**src/rtl/nl_vc_blocked_tracker_pkg.sv**
```systemverilog
// Shared router types and helpers: port numbering, XY turn legality and the
// credit-counter width helper.
package nl_vc_blocked_tracker_pkg;

  localparam int NL_NP = 5;

  localparam int NL_PORT_LOCAL = 0;
  localparam int NL_PORT_EAST  = 1;
  localparam int NL_PORT_WEST  = 2;
  localparam int NL_PORT_NORTH = 3;
  localparam int NL_PORT_SOUTH = 4;

  typedef logic [NL_NP-1:0] output_port_t;

  // XY routing: no U-turns (except local), and a flit travelling in Y never turns back into X.
  function automatic bit NL_route_valid_turn(input int in_port, input int out_port);
    bit in_y;
    bit out_x;
    in_y  = (in_port == NL_PORT_NORTH) || (in_port == NL_PORT_SOUTH);
    out_x = (out_port == NL_PORT_EAST) || (out_port == NL_PORT_WEST);
    if ((in_port == out_port) && (in_port != NL_PORT_LOCAL)) return 1'b0;
    if (in_y && out_x) return 1'b0;
    return 1'b1;
  endfunction

  function automatic int nl_cnt_w(input int depth);
    return $clog2(depth + 1);
  endfunction

endpackage

```
**src/rtl/nl_vc_credit_counter.sv**
```systemverilog
// Per-VC downstream state: saturating credit counter, busy (allocated) flag and
// registered blocked bit. Error conditions leave as single-cycle pulses.
module nl_vc_credit_counter #(
  parameter int BUF_DEPTH = 4,
  parameter int THRESH    = 0,
  parameter int ATOMIC    = 1,
  parameter int CNT_W     = 3
) (
  input  logic             clk,
  input  logic             rst,
  input  logic             alloc,
  input  logic             sent,
  input  logic             tail,
  input  logic             credit,
  output logic [CNT_W-1:0] cnt,
  output logic             blocked,
  output logic             err_credit,
  output logic             err_realloc
);

  localparam logic [CNT_W-1:0] FULL  = CNT_W'(BUF_DEPTH);
  localparam logic [CNT_W-1:0] LIMIT = CNT_W'(THRESH);

  logic [CNT_W-1:0] cnt_nxt;
  logic             busy;
  logic             busy_nxt;
  logic             release_vc;

  always_comb begin
    cnt_nxt     = cnt;
    err_credit  = 1'b0;
    release_vc  = sent & tail;
    // A credit and a send in the same cycle cancel, so only the lone cases move the count.
    if (credit && !sent) begin
      if (cnt == FULL) err_credit = 1'b1;
      else             cnt_nxt    = cnt + 1'b1;
    end else if (sent && !credit) begin
      if (cnt == '0) err_credit = 1'b1;
      else           cnt_nxt    = cnt - 1'b1;
    end
    busy_nxt    = alloc | (busy & ~release_vc);
    err_realloc = alloc & busy & ~release_vc;
  end

  always_ff @(posedge clk) begin
    if (rst) begin
      cnt     <= FULL;
      busy    <= 1'b0;
      blocked <= 1'b0;
    end else begin
      cnt     <= cnt_nxt;
      busy    <= busy_nxt;
      blocked <= (cnt_nxt <= LIMIT) | ((ATOMIC != 0) & busy_nxt);
    end
  end

endmodule

```
**src/rtl/nl_vc_blocked_tracker.sv**
```systemverilog
// Stateful VC-blocked tracker for one input port: per-(port,VC) credit/busy state,
// registered blocked map, sticky error flags and a zero-cycle one-hot query.
module nl_vc_blocked_tracker
  import nl_vc_blocked_tracker_pkg::*;
#(
  parameter int input_port = 0,
  parameter int NP         = 5,
  parameter int NV         = 4,
  parameter int BUF_DEPTH  = 4,
  parameter int THRESH     = 0,
  parameter int ATOMIC     = 1,
  parameter int CNT_W      = nl_cnt_w(BUF_DEPTH)
) (
  input  logic                  clk,
  input  logic                  rst,
  input  logic [NP-1:0]         output_port_sw,
  input  logic [NV-1:0]         vc_blocked_chk,
  input  logic [NP*NV-1:0]      vc_alloc,
  input  logic [NP*NV-1:0]      flit_sent,
  input  logic [NP*NV-1:0]      flit_tail,
  input  logic [NP*NV-1:0]      credit_in,
  output logic                  vc_full_blocked,
  output logic [NP*NV-1:0]      vc_blocked_map,
  output logic [NP*NV*CNT_W-1:0] credit_cnt,
  output logic                  err_credit,
  output logic                  err_realloc
);

  localparam int NVC = NP * NV;

  logic [NVC-1:0] err_credit_evt;
  logic [NVC-1:0] err_realloc_evt;

  for (genvar p = 0; p < NP; p++) begin : g_port
    if (NL_route_valid_turn(input_port, p)) begin : g_legal
      for (genvar v = 0; v < NV; v++) begin : g_vc
        localparam int I = p * NV + v;
        nl_vc_credit_counter #(
          .BUF_DEPTH (BUF_DEPTH),
          .THRESH    (THRESH),
          .ATOMIC    (ATOMIC),
          .CNT_W     (CNT_W)
        ) u_cnt (
          .clk         (clk),
          .rst         (rst),
          .alloc       (vc_alloc[I]),
          .sent        (flit_sent[I]),
          .tail        (flit_tail[I]),
          .credit      (credit_in[I]),
          .cnt         (credit_cnt[I*CNT_W +: CNT_W]),
          .blocked     (vc_blocked_map[I]),
          .err_credit  (err_credit_evt[I]),
          .err_realloc (err_realloc_evt[I])
        );
      end
    end else begin : g_illegal
      // Traffic can never be routed here, so events are dropped and state is pinned idle.
      logic unused_evt;
      assign unused_evt = ^{vc_alloc[p*NV +: NV], flit_sent[p*NV +: NV],
                            flit_tail[p*NV +: NV], credit_in[p*NV +: NV]};
      assign err_credit_evt[p*NV +: NV]  = '0;
      assign err_realloc_evt[p*NV +: NV] = '0;
      assign vc_blocked_map[p*NV +: NV]  = '0;
      for (genvar v = 0; v < NV; v++) begin : g_vc
        assign credit_cnt[(p*NV+v)*CNT_W +: CNT_W] = CNT_W'(BUF_DEPTH);
      end
    end
  end

  always_ff @(posedge clk) begin
    if (rst) begin
      err_credit  <= 1'b0;
      err_realloc <= 1'b0;
    end else begin
      err_credit  <= err_credit  | (|err_credit_evt);
      err_realloc <= err_realloc | (|err_realloc_evt);
    end
  end

  // Non-one-hot selects naturally give the OR over every selected (port, VC) pair.
  always_comb begin
    vc_full_blocked = 1'b0;
    for (int p = 0; p < NP; p++) begin
      for (int v = 0; v < NV; v++) begin
        vc_full_blocked = vc_full_blocked |
                          (vc_blocked_map[p*NV+v] & output_port_sw[p] & vc_blocked_chk[v]);
      end
    end
  end

endmodule
```
**config.mk**
```make
export PLATFORM = sky130hd
export DESIGN_NAME = nl_vc_blocked_tracker
export DESIGN_NICKNAME = d
export VERILOG_FILES = /design/src/rtl/nl_vc_blocked_tracker_pkg.sv /design/src/rtl/nl_vc_credit_counter.sv /design/src/rtl/nl_vc_blocked_tracker.sv
export SDC_FILE = /design/constraint.sdc
export NUM_CORES = 1
export LEC_CHECK = 0
export BUFFER_PORTS_ARGS = -buffer_cell sky130_fd_sc_hd__buf_2
export CORE_ASPECT_RATIO = 0.9
export CORE_MARGIN = 10
export CORE_UTILIZATION = 35
export CTS_CLUSTER_DIAMETER = 80
export DETAILED_ROUTE_END_ITERATION = 7
export GPL_TIMING_DRIVEN = 0
export RECOVER_POWER = 100
export SLEW_MARGIN = 0
export SYNTH_ARGS = -nofsm -noshare
export SYNTH_HDL_FRONTEND = slang
export SYNTH_SLANG_ARGS = --single-unit
```
**constraint.sdc**
```tcl
create_clock -name clk -period 2.5 [get_ports clk]
set_clock_uncertainty 0.2 [all_clocks]
set_input_delay 0.125 -clock clk [delete_from_list [all_inputs] [get_ports clk]]
set_output_delay 0.125 -clock clk [all_outputs]
set_load 0.01 [all_outputs]
```
==> impl_results.md <==
* Drt via density at 5.09
* Total routed wirelength at approximately 23000 µm
* Share of layout cells above drive strength 1 at between 10 and 15%
* Status: completed
* Commonest non-fill, non-tap cells in the layout: nor2_1 (107), clkbuf_1 (106), dfxtp_1 (102)
* Clock latency on the worst-skew pair at about 0.35 ns
* Slew of the pin with the lowest slew margin at ~0.88 ns
* Via count at ~6700
* Synthesis-to-finish area growth at 24.8%
* Synthesized cell area at approximately 0.007 mm²
* EDFF count, synth at 0
* Net Count, Synth at 1013
* Effective utilization at floorplan at about 36%
* Tcrit/Tclk final at 92.8%
* Final hold violation count at 0
* Die area at 0.0260 mm²
* Detailed-route DRC error count at 0
* CTS clock-pin slew for the worst setup and hold paths at about 0.070 ns
* Nets at around 1200
* F_max at 0.431 GHz
* Dpl hpwl at around 18000 µm
* Reg2Reg Launch Point: g_port[0].g_legal.g_vc[2].u_cnt.cnt[1]
* Core Rows at 48
* Hold depth at 2
* Core box area at 0.0194 mm²
* Hold Crit Endpoint: g_port[2].g_legal.g_vc[3].u_cnt.cnt[2]
* CP Launch Type: flop
* Clk root buf: clkbuf_16
* Pin count of the biggest net entering global routing at 16
* Max Fanout on Critical Path at 5
* PwrDens at ~660 mW/mm²
* Total gr overflow at 0
* Most common cell after layout, fill and taps aside: nor2_1
* Worst reg2reg path depth at 7
* Fill count at around 2000
* Slew Limit Fails at 0
* Die width at around 170 µm
* Unrepaired setup endpoints after global routing: no
* Post-layout util at between 40 and 50%
* Dpl cells at about 1300
* Avg WL per Cell at about 17 µm
* HP Start: flit_sent[11]
* Port bufs at 150
* Mean Syn Cell Area at between 8 and 9 µm²
* Vias in the first global route at 6517
* Worst endpoint data arrival time at 2.31 ns
* Critical path class: reg2reg
* Tmin final at approximately 2.3 ns
* Synth Instances at ~860
* VDD IR max at between 300 and 400 µV
* Deepest clock path buffer count at 2
* Iteration-0 DRC Markers at approximately 340
* FF-to-FF setup slack at approximately 0.18 ns
* Crit path capture type: flop
* Max cap viols at 0
* Seq/Total Area, Yosys at 29.3%
* Worst endpoint required time at 2.49 ns
* Antenna Cells at 0
* Met2 GRT Util at between 20% and 30%
* Num CTS Buffers at 9
* Yosys warns at 0
* Routability cong. at between 0.8 and 0.9
* First-pass GRT wire length at 35300 µm
* Die Height at 154 µm
* I/O Pins at ~170
* Top FF cell, synth: dfxtp_1
* DR pass1 iterations at 5
* Max-slew headroom at a little over two fifths
* Non-Filler Instances at ~1300
* FF-to-FF End: err_credit
* Hold WC Path Type: in2reg
* CTS tree: built
* Sink Count at just over 100
* Global Route Usage Sum at 16.9%
* Initial antenna violation count at 0
* Setup-failing EPs final at 0
* Synth async-reset ratio at 0%
* Post-synth cell types at 66
* CTS H-tree lvls at 3
* Gr busiest metal: met2
* Seq cells post-synth at just over 100
* Met3 GRT Util at approximately 4.3%
* Pleak at roughly 3.8 nW
* GR Layer Usage met1 at between 20% and 30%
* ANT nets after route at 0
per-layer routing:
| layer | share of wire [%] | wire length [µm] |
|---|---|---|
| met5 | 0 | 0 |
| met4 | 1.6 | 361 |
| met3 | 6.1 | 1400 |
| met2 | 46 | 10400 |
| met1 | 47 | 10700 |
synth_stat cells (16+ instances only):
library cell	instances	area [µm²]
nor2b_1	39	244
clkbuf_1	25	93.8
dfxtp_1	102	2040
buf_4	22	165
a22oi_1	20	150
a21boi_0	22	165
inv_1	84	315
nand2_1	41	154
mux2i_1	19	190
nor2_1	107	402
a21oi_1	63	315
ha_1	60	751
xnor2_1	28	245
o21ai_0	16	80.1
worst max-delay path by stage:
stage	endpoint	depth (start not counted)	startpoint	slack, ns
after floorplan	err_credit	7	g_port[0].g_legal.g_vc[0].u_cnt.cnt[0]	0.44
after global placement	g_port[1].g_legal.g_vc[1].u_cnt.cnt[0]	4	rst	-0.06
after detailed placement	g_port[0].g_legal.g_vc[0].u_cnt.busy	4	rst	-0.06
after CTS	err_credit	7	g_port[0].g_legal.g_vc[2].u_cnt.cnt[0]	0.06
after global routing	err_credit	7	g_port[0].g_legal.g_vc[2].u_cnt.cnt[0]	0.003
final	err_credit	7	g_port[0].g_legal.g_vc[2].u_cnt.cnt[1]	0.18
through the flow:
stage	power, W	setup TNS [ns]	hold slack, ns	worst slack, ns	cell area [µm²]
5_1_grt	0.00618	0	0.0153	0.00253	8710
3_5_place_dp	0.00443	-0.489	0.178	-0.0569	8040
4_1_cts	0.00585	0	0.00276	0.0577	8800
3_3_place_gp	0.00441	-0.470	0.170	-0.0648	8040
6_report	0.00574	0	0.00214	0.180	8710
2_1_floorplan	0.00367	0	0.0422	0.440	6980
power breakdown:
part	leakage, nW	switching (W)	internal (W)
Combinational	2.86	0.00129	0.00103
Sequential	0.849	0.000239	0.00186
Clock	0.129	0.000626	0.000699
Total	3.84	0.00215	0.00359
flip-flops by register name (all words and copies together), names as in the netlist:
name,count
g_port.g_legal.g_vc.u_cnt.blocked,20
err_realloc,1
g_port.g_legal.g_vc.u_cnt.busy,20
g_port.g_legal.g_vc.u_cnt.cnt,60
err_credit,1
kinds of logic (layout without fill, tap and decap cells):
| family | after synthesis | count (layout) | share of synthesized area [%] |
|---|---|---|---|
| buffers and inverters | 146 | 360 | 9.30 |
| XOR/XNOR | 37 | 37 | 4.64 |
| adder cells (fa/ha/maj) | 60 | 60 | 10.8 |
| AO/OA/AOI/OAI | 242 | 242 | 24.5 |
| flip-flops | 102 | 102 | 29.3 |
| AND/OR/NAND/NOR | 251 | 251 | 18.1 |
| multiplexers | 24 | 24 | 3.53 |
final cells by class:
type / instances / area [µm²] / share of cell area [%]
Multi-Input combinational cell: 614 / 4290 / 49.3
Sequential cell: 102 / 2040 / 23.4
Timing Repair Buffer: 199 / 1150 / 13.2
Buffer: 61 / 325 / 3.73
Inverter: 85 / 319 / 3.66
Tap cell: 250 / 313 / 3.59
Clock buffer: 12 / 246 / 2.83
Clock inverter: 3 / 21.3 / 0.244
timing repair:
item / CTS / global route
endpoints found under the hold margin: 52 / 0
hold buffers: 49 / 0
buffers inserted: 0 / 0
setup endpoints to repair: 0 / 1
resized for setup: 0 / 1
critical path, cell delays in order, from the launching register on:
cell and delay, ns:
dfxtp_1 0.38, inv_1 0.09, ha_1 0.25, and4b_1 0.23, a31oi_2 0.22, o311ai_0 0.20, a2111oi_2 0.43, a41oi_1 0.16
Power figures use the tool's default switching activity.
